==> config.mk <==
export PLATFORM = sky130hd
export DESIGN_NAME = burst_detect
export DESIGN_NICKNAME = d
export VERILOG_FILES = /design/src/rtl/delay_line_pkg.sv /design/src/rtl/sync_ff.sv /design/src/rtl/burst_detect.sv
export SDC_FILE = /design/constraint.sdc
export NUM_CORES = 1
export LEC_CHECK = 0
export CORE_AREA = 4 4 69 83
export CTS_CLUSTER_DIAMETER = 120
export DETAILED_ROUTE_END_ITERATION = 8
export DIE_AREA = 0 0 73 87
export GPL_ROUTABILITY_DRIVEN = 1
export PLACE_DENSITY = 0.56
export RECOVER_POWER = 100
export SLEW_MARGIN = 20
export SYNTH_ARGS = -nofsm -noshare
export SYNTH_HDL_FRONTEND = slang
export SYNTH_SLANG_ARGS = --single-unit
==> constraint.sdc <==
create_clock -name clk -period 2.9 [get_ports clk]
set_input_delay 0.725 -clock clk [delete_from_list [all_inputs] [get_ports clk]]
set_output_delay 0.725 -clock clk [all_outputs]
set_load 0.01 [all_outputs]
==> src/rtl/delay_line_pkg.sv <==
// rtl/delay_line_pkg.sv - shared carrier constants, FSM states and sizing helper for the burst generator/detector pair
package delay_line_pkg;

    typedef enum logic [1:0] {
        IDLE    = 2'd0,
        ACQUIRE = 2'd1,
        LOCKED  = 2'd2
    } bd_state_e;

    localparam int DEF_CLKS_PER_HALF_PERIOD = 3;
    localparam int DEF_TOLERANCE            = 1;
    localparam int DEF_MIN_PULSES           = 3;
    localparam int DEF_COUNT_W              = 8;

    function automatic int pc_width(input int limit);
        return $clog2(limit + 1);
    endfunction

endpackage

==> src/rtl/sync_ff.sv <==
// rtl/sync_ff.sv - two-flop synchroniser for an asynchronous single-bit input
module sync_ff (
    input  logic clk,
    input  logic n_reset,
    input  logic d,
    output logic q
);

    logic meta_q, meta_d;
    logic sync_q, sync_d;

    always_comb begin
        meta_d = d;
        sync_d = meta_q;
    end

    always_ff @(posedge clk or negedge n_reset) begin
        if (!n_reset) begin
            meta_q <= 1'b0;
            sync_q <= 1'b0;
        end else begin
            meta_q <= meta_d;
            sync_q <= sync_d;
        end
    end

    assign q = sync_q;

endmodule

==> src/rtl/burst_detect.sv <==
// rtl/burst_detect.sv - carrier-aware burst qualifier with period check and edge count
// Optional: BURST_DETECT_GLITCH_FILTER_EN rejects 1-clock glitches on the synchronised input.
module burst_detect
    import delay_line_pkg::*;
#(
    parameter int CLKS_PER_HALF_PERIOD = DEF_CLKS_PER_HALF_PERIOD,
    parameter int TOLERANCE            = DEF_TOLERANCE,
    parameter int MIN_PULSES           = DEF_MIN_PULSES,
    parameter int COUNT_W              = DEF_COUNT_W
) (
    input  logic               clk,
    input  logic               n_reset,
    input  logic               in,
    output logic               detect,
    output logic               active,
    output logic [COUNT_W-1:0] count,
    output logic               count_valid,
    output logic               error
);

    localparam int P      = 2 * CLKS_PER_HALF_PERIOD;
    localparam int LIMIT  = P + TOLERANCE + 1;
    localparam int PC_W   = pc_width(LIMIT);
    localparam int WIN_LO = P - TOLERANCE;
    localparam int WIN_HI = P + TOLERANCE;

    localparam logic [PC_W-1:0]    LIMIT_PC  = PC_W'(LIMIT);
    localparam logic [PC_W:0]      WIN_LO_W  = (PC_W+1)'(WIN_LO);
    localparam logic [PC_W:0]      WIN_HI_W  = (PC_W+1)'(WIN_HI);
    localparam logic [PC_W:0]      LIMIT_W   = (PC_W+1)'(LIMIT);
    localparam logic [COUNT_W-1:0] CC_MAX    = {COUNT_W{1'b1}};
    localparam logic [COUNT_W-1:0] CC_ONE    = COUNT_W'(1);
    localparam logic [COUNT_W-1:0] MIN_CC    = COUNT_W'(MIN_PULSES);

    logic in_sync;
    logic in_sync_d_q, in_sync_d_d;
    logic rise;

    sync_ff u_sync (
        .clk     (clk),
        .n_reset (n_reset),
        .d       (in),
        .q       (in_sync)
    );

    assign in_sync_d_d = in_sync;

`ifdef BURST_DETECT_GLITCH_FILTER_EN
    // The filtered level follows in_sync only once two successive samples agree.
    logic filt_q, filt_d;

    assign filt_d = (in_sync == in_sync_d_q) ? in_sync : filt_q;
    assign rise   = filt_d & ~filt_q;

    always_ff @(posedge clk or negedge n_reset) begin
        if (!n_reset) filt_q <= 1'b0;
        else          filt_q <= filt_d;
    end
`else
    assign rise = in_sync & ~in_sync_d_q;
`endif

    bd_state_e          state_q, state_d;
    logic [PC_W-1:0]    pc_q, pc_d;
    logic [COUNT_W-1:0] cc_q, cc_d;
    logic [COUNT_W-1:0] count_q, count_d;
    logic               detect_q, detect_d;
    logic               active_q, active_d;
    logic               cv_q, cv_d;
    logic               err_q, err_d;

    logic [PC_W:0]      pc_inc;
    logic [COUNT_W-1:0] cc_inc;
    logic               in_win, early, timeout;

    always_comb begin
        pc_inc  = {1'b0, pc_q} + 1'b1;
        cc_inc  = (cc_q == CC_MAX) ? cc_q : cc_q + 1'b1;
        in_win  = (pc_inc >= WIN_LO_W) && (pc_inc <= WIN_HI_W);
        early   = pc_inc < WIN_LO_W;
        // In ACQUIRE/LOCKED pc never exceeds LIMIT-1, so pc+1 == LIMIT marks the timeout point.
        timeout = pc_inc == LIMIT_W;

        state_d  = state_q;
        pc_d     = (pc_q == LIMIT_PC) ? pc_q : pc_q + 1'b1;
        cc_d     = cc_q;
        count_d  = count_q;
        detect_d = 1'b0;
        cv_d     = 1'b0;
        err_d    = 1'b0;

        if (rise) pc_d = '0;

        case (state_q)
            IDLE: begin
                if (rise) begin
                    cc_d = CC_ONE;
                    if (MIN_PULSES <= 1) begin
                        state_d  = LOCKED;
                        detect_d = 1'b1;
                    end else begin
                        state_d = ACQUIRE;
                    end
                end
            end
            ACQUIRE: begin
                if (rise) begin
                    if (in_win) begin
                        cc_d = cc_inc;
                        if (cc_inc >= MIN_CC) begin
                            state_d  = LOCKED;
                            detect_d = 1'b1;
                        end
                    end else begin
                        cc_d = CC_ONE;
                    end
                end else if (timeout) begin
                    state_d = IDLE;
                end
            end
            LOCKED: begin
                if (rise) begin
                    if (in_win) begin
                        cc_d = cc_inc;
                    end else begin
                        // A late edge is the timeout; only an early one is malformed.
                        count_d = cc_q;
                        cv_d    = 1'b1;
                        err_d   = early;
                        cc_d    = CC_ONE;
                        state_d = ACQUIRE;
                    end
                end else if (timeout) begin
                    count_d = cc_q;
                    cv_d    = 1'b1;
                    state_d = IDLE;
                end
            end
            default: state_d = IDLE;
        endcase

        active_d = state_d == LOCKED;
    end

    always_ff @(posedge clk or negedge n_reset) begin
        if (!n_reset) begin
            in_sync_d_q <= 1'b0;
            state_q     <= IDLE;
            pc_q        <= '0;
            cc_q        <= '0;
            count_q     <= '0;
            detect_q    <= 1'b0;
            active_q    <= 1'b0;
            cv_q        <= 1'b0;
            err_q       <= 1'b0;
        end else begin
            in_sync_d_q <= in_sync_d_d;
            state_q     <= state_d;
            pc_q        <= pc_d;
            cc_q        <= cc_d;
            count_q     <= count_d;
            detect_q    <= detect_d;
            active_q    <= active_d;
            cv_q        <= cv_d;
            err_q       <= err_d;
        end
    end

    assign detect      = detect_q;
    assign active      = active_q;
    assign count       = count_q;
    assign count_valid = cv_q;
    assign error       = err_q;

endmodule
# Word-level counts from Yosys, hierarchy flattened
# Index checks and enable logic that the tools add are counted.
[word_totals]
regBits = 29
inputBits = 3
out_inout_bits = 12
elab_cells = 66
[classes]
n_addsub = 3
magnitude_cmp = 4
eq_ne = 10
muxes = 29
n_bitwise = 2
reduce_logical = 7
[op_table]
columns = ["operator", "n"]
rows = [
  ["two-way mux 8 bit", 7],
  ["case mux 8 bit (2 select lines)", 1],
  ["two-way mux 2 bit", 7],
  ["two-way mux 1 bit", 11],
  ["adder 8 x 1 -> 8 bit, second input constant", 1],
  ["equality test 8 bit, second input constant", 1],
  [">= comparator 8 x 2 -> 1 bit, second input constant", 1],
  ["two-way mux 4 bit", 2],
  ["inequality test 2 bit, second input constant", 3],
  ["case mux 2 bit (3 select lines)", 1],
  ["AND reduction 3 bit", 2],
  ["adder 4 x 1 -> 5 bit, second input constant", 1],
  ["equality test 5 x 4 -> 1 bit, second input constant", 1],
  [">= comparator 5 x 3 -> 1 bit, second input constant", 1],
  ["<= comparator 5 x 3 -> 1 bit, second input constant", 1],
  ["< comparator 5 x 3 -> 1 bit, second input constant", 1],
  ["adder 4 x 1 -> 4 bit, second input constant", 1],
  ["equality test 2 bit, second input constant", 2],
  ["equality test 4 bit, second input constant", 1],
  ["nonzero test 2 bit", 2],
  ["equality test 2 x 1 -> 1 bit, second input constant", 1],
  ["zero test 2 bit", 1],
  ["inequality test 2 x 1 -> 1 bit, second input constant", 1],
  ["OR reduction 2 bit", 1],
  ["3 further kinds", 3],
]

# Logic depth before layout (Yosys ltp)
[logic_depth]
ltp_word = 8
depth_mapped = 9
ltp_nobuf = 8

# Cells and area by module
# A second synthesis with hierarchy kept.
[unflattened]
hier_cells = 161
area_unflattened_um2 = 1679.1
[by_module_without_submodules]
columns = ["module", "instances", "cells_per_inst", "area_per_inst_um2", "seq_area_each_um2"]
rows = [
  ["burst_detect", 1, 159, 1629.1, 675.6],
  ["sync_ff", 1, 2, 50.0, 50.0],
]

# Least setup slack after synthesis
# Ideal clock, no wire load.
[synth_path]
kind = "register to register"
startpoint = "reg pc_q[0]"
endpoint = "reg active_q, in the netlist active"
setup_ps = 119
t_arrival_ps = 2196
required_time_ps = 2781
slack_ps = 586
stages_incl_launch_ff = 10
path_buffers = 1
period_less_slack_ps = 2314
path_cell_list = "dfrtp_1 -> inv_1 -> ha_1 -> or3b_1 -> a211o_1 -> and2_4 -> buf_6 -> o221a_1 -> a21boi_1 -> o21a_1"
[synth_between]
elab_chain_len = 7
elab_cells_between_ends = 12
classes_between = "add/sub: 1; order compare: 2; eq/ne: 2; mux: 6; reduce/logical: 1"
[synth_rtl]
columns = ["element", "line_no", "source"]
rows = [
  ["start: declaration", "burst_detect.sv:64", "logic [PC_W-1:0] pc_q, pc_d;"],
  ["start signal: assignment", "burst_detect.sv:159", "pc_q <= pc_d;"],
  ["adder 4 x 1 -> 5 bit *", "burst_detect.sv:77", "pc_inc = {1'b0, pc_q} + 1'b1;"],
  [">= comparator 5 x 3 -> 1 bit or <= comparator 5 x 3 -> 1 bit (tied branches)", "burst_detect.sv:79", "in_win = (pc_inc >= WIN_LO_W) && (pc_inc <= WIN_HI_W);"],
  ["logical AND 1 bit", "burst_detect.sv:79", ""],
  ["two-way mux 2 bit (on tied branches)", "burst_detect.sv:123, burst_detect.sv:108", ""],
  ["two-way mux 2 bit (on tied branches)", "burst_detect.sv:122, burst_detect.sv:107", ""],
  ["case mux 2 bit (3 select lines) *", "burst_detect.sv:94", "case (state_q)"],
  ["equality test 2 bit *", "burst_detect.sv:142", "active_d = state_d == LOCKED;"],
  ["named net active_d", "burst_detect.sv:68", "logic active_q, active_d;"],
  ["end signal: assignment", "burst_detect.sv:163", "active_q <= active_d;"],
  ["end: declaration", "burst_detect.sv:68", ""],
]
# Mark *: on every way through the listed nets, which the timed path passes. The rest lies on a longest branch.
# A chain may end at the register's enable or synchronous reset.

# Worst setup path in the final report
[layout_path]
startpoint = "reg state_q[0]"
endpoint = "reg cc_q[5]"
[layout_between]
elab_chain_len = 4
elab_cells_between_ends = 9
classes_between = "eq/ne: 4; mux: 1; reduce/logical: 4"
[layout_rtl]
columns = ["element", "line_no", "source"]
rows = [
  ["start: declaration", "burst_detect.sv:63", "bd_state_e state_q, state_d;"],
  ["start signal: assignment", "burst_detect.sv:158", "state_q <= state_d;"],
  ["equality test 2 bit or equality test 2 x 1 -> 1 bit (tied branches)", "burst_detect.sv:94", ""],
  ["OR reduction 2 bit (no line)", "-", ""],
  ["inequality test 2 x 1 -> 1 bit (no line) or nonzero test 2 bit (tied branches)", "-", ""],
  ["AND reduction 3 bit (no line)", "-", ""],
  ["end signal: assignment", "burst_detect.sv:150", "cc_q <= '0;"],
  ["end signal: assignment", "burst_detect.sv:160", "cc_q <= cc_d;"],
  ["end: declaration", "burst_detect.sv:65", "logic [COUNT_W-1:0] cc_q, cc_d;"],
]
# Several ways; a longest one is shown, not always the timed one.

==> summary.txt <==
Timing
  – Slew @ Worst Pin: 1.54 ns
  – Final Hold Viols: 0
  – Min cycle time layout: 2.47 ns
  – Sum Neg Setup Slack: 0 ns
  – Clock Skews: 0.00434 ns
  – Pins Over Slew Limit: 30
  – Relative slew slack: -0.0275
  – Finish-stage setup viols: 0
  – RSZ-0062 raised after global routing: no
  – Fmax: 405 MHz
  – Post-route clock period utilization: 0.851
  – Hold slack: 0.349 ns

Cells and area
  – Commonest non-fill, non-tap cell in the layout: dfrtp_1
  – Nets: between 150 and 200
  – Fillers: 482
  – Seq. cell area: 726 sq um
  – Layout cells sized above 1: 0.0787
  – Layout Cells excl Fill: 238
  – Synth-to-Final Area Change: 15.4%
  – Commonest non-fill, non-tap cells in the layout: 29 x dfrtp_1, 15 x nor2_1, 14 x dlygate4sd3_1, 11 x a21oi_1, 10 x nand2_1
  – Diodes inserted: 0
  – Multi-input gate area: 843 sq um

Clocking
  – Root Buffer: clkbuf_8
  – Post-CTS sizing: 0
  – Postcts setup bufs: 0
  – Longest Clk Path Bufs: 2
  – Reg clk slew, reported paths: 0.06 ns
  – CTS buffer count: 5
  – Clock sinks: 29
  – # H-tree levels: 2
  – Cts hold-fix bufs: 0
  – TritonCTS clock tree: done
  – Clk_lat worst skew: between 0.2 and 0.3 ns

Die
  – Num rows: 28
  – DIE AREA: around 6400 sq um
  – DIE HEIGHT: 87 um
  – I/O pin total: 15
  – Starting density of the core: 0.339
  – Core area: ~4900 sq um
  – Die Wd: 73 um

Synthesis
  – Top post-synthesis cells by area: dfrtp_1 43%, mux2_4 7.2%, ha_1 6.7%
  – Yosys warning count: 0
  – Count of cell types in the netlist: 48
  – Sequential cell area fraction in the yosys report: 0.433
  – Avg Cell Area, Syn: 10.2 sq um
  – Number of synthesized flops with an enable pin: 0
  – Top-area cell type share of the netlist area: 0.433
  – Top FF cell, synth: dfrtp_1
  – Fraction of registers with async set/reset: 1.00
  – Syn_nets: 176
  – Synth area leader: dfrtp_1
  – Netlist Area Pre-Place: 1680 sq um
  – #FFs+latches synth: 29
  – Synth Instances: approximately 160

GRT
  – Gr usage total: 0.120
  – Global route overflow: 0
  – Vias in the first global route: ~1200
  – Largest net degree at the start of global routing: 30
  – First-pass GRT wire length: 5.87 mm
  – Initial antenna violation count: 0

Drt
  – Via/cell ratio: between 5 and 6
  – Vias post-DR: 1251
  – Final ANT Viol Nets: 0
  – DRT Pass-1 Iters: 4
  – 1st-iter DRT viols: 44
  – Post-Route WL: 3.39 mm
  – DRC Markers: 0
  – WL/cell: 14.2 um

Power
  – PwrDens: ~740 nW/um^2
  – P_leak: between 0.9 and 1 nW
  – Worst ir drop on vdd: roughly 0.21 mV
  – Total power: approximately 1.4 mW

Setup path
  – Crit. Startpoint: state_q[0]
  – Worst EP arrival: 2.67 ns
  – Critical Path RT: between 3 and 4 ns
  – Crit-path max FO: 10
  – Crit path launch type: flip-flop
  – CP endpoint kind: flip-flop
  – R2R Setup Slk: 0.43 ns
  – Crit Path Category: flip-flop to flip-flop
  – CP Capture Point: cc_q[5]
  – R2r endpoint: cc_q[5]
  – Worst R2R Path Depth: 9
  – FF-to-FF Start: state_q[0]

Placement
  – Dpl cells: 230
  – Routability cong.: 0.825
  – Dpl hpwl: 2.41 mm
  – Buffers on Ports: 14

Run
  – Max cap viols: 1

Status
  – Failing checks: max-capacitance violations, max-slew violations
  – Status: finished with violations

Min path
  – Min-delay worst type: flip-flop to flip-flop
==> layer usage <==
layer / track usage / wire [um]
met1: 0.139 / 1550
met4: 0.0554 / 85
met3: 0.0381 / 102
met5: 0 / 0
met2: 0.200 / 1650
==> metrics by stage <==
step / worst slack (ns) / util / area [sq um]
6_report: 0.432 / 0.392 / 1930
4_1_cts: 0.524 / 0.399 / 1970
3_5_place_dp: 0.527 / 0.376 / 1860
2_1_floorplan: 0.586 / - / 1680
5_1_grt: 0.278 / 0.392 / 1930
3_3_place_gp: 0.595 / 0.376 / 1860
==> worst max-delay path, stage by stage, from the launching register on <==
cell and delay (ns):
dfrtp_1 0.44, inv_1 0.09, ha_1 0.35, or2_2 0.30, a21oi_1 0.17, clkbuf_1 0.40
nand4_1 0.27, nor2_1 0.16, nor2_1 0.05, a31oi_1 0.15
==> worst min-delay path by stage <==
stage	to	cells past startpoint	startpoint
4_1_cts	u_sync.q	0	u_sync.meta_q
5_1_grt	u_sync.q	0	u_sync.meta_q
3_3_place_gp	u_sync.q	0	u_sync.meta_q
3_5_place_dp	u_sync.q	0	u_sync.meta_q
6_report	u_sync.q	0	u_sync.meta_q
2_1_floorplan	u_sync.q	0	u_sync.meta_q
==> synthesized netlist by cell type, drive strengths merged (3+ instances only) <==
cell / n
a21boi: 3
a21oi: 11
a31oi: 3
and3: 4
buf: 5
clkbuf: 5
dfrtp: 29
ha: 9
inv: 7
mux2: 9
nand2: 10
nand3: 4
nand4: 3
nor2: 16
nor3: 8
nor3b: 4
o21a: 3
o21ai: 6
==> state kept, by name (all words and copies together), names as in the netlist, 2 cells and up <==
signal   count
cc_q         8
count        8
pc_q         4
state_q      2
==> layout make-up <==
class | instances | share of cell area
Inverter | 7 | 0.0136
Clock inverter | 1 | 0.0155
Multi-Input combinational cell | 118 | 0.436
Tap cell | 60 | 0.0388
Timing Repair Buffer | 16 | 0.0763
Clock buffer | 7 | 0.0446
Sequential cell | 29 | 0.375
==> power breakdown <==
part | leakage [nW] | switching, mW | internal [mW] | total (mW)
Sequential | 0.385 | 0.0876 | 0.455 | 0.542
Combinational | 0.461 | 0.252 | 0.217 | 0.469
Clock | 0.0585 | 0.147 | 0.280 | 0.427
==> kinds of logic after synthesis <==
family / Yosys count / share of synthesized area
muxes: 10 / 0.0843
xor gates and xnor gates: 2 / 0.0104
DFF: 29 / 0.433
AOI/OAI and AO/OA: 39 / 0.176
buffers and inverters: 17 / 0.0463
adders and majority gates: 9 / 0.0672
and+or+nand+nor: 58 / 0.183
No activity file was read; power rests on OpenSTA's default activity.
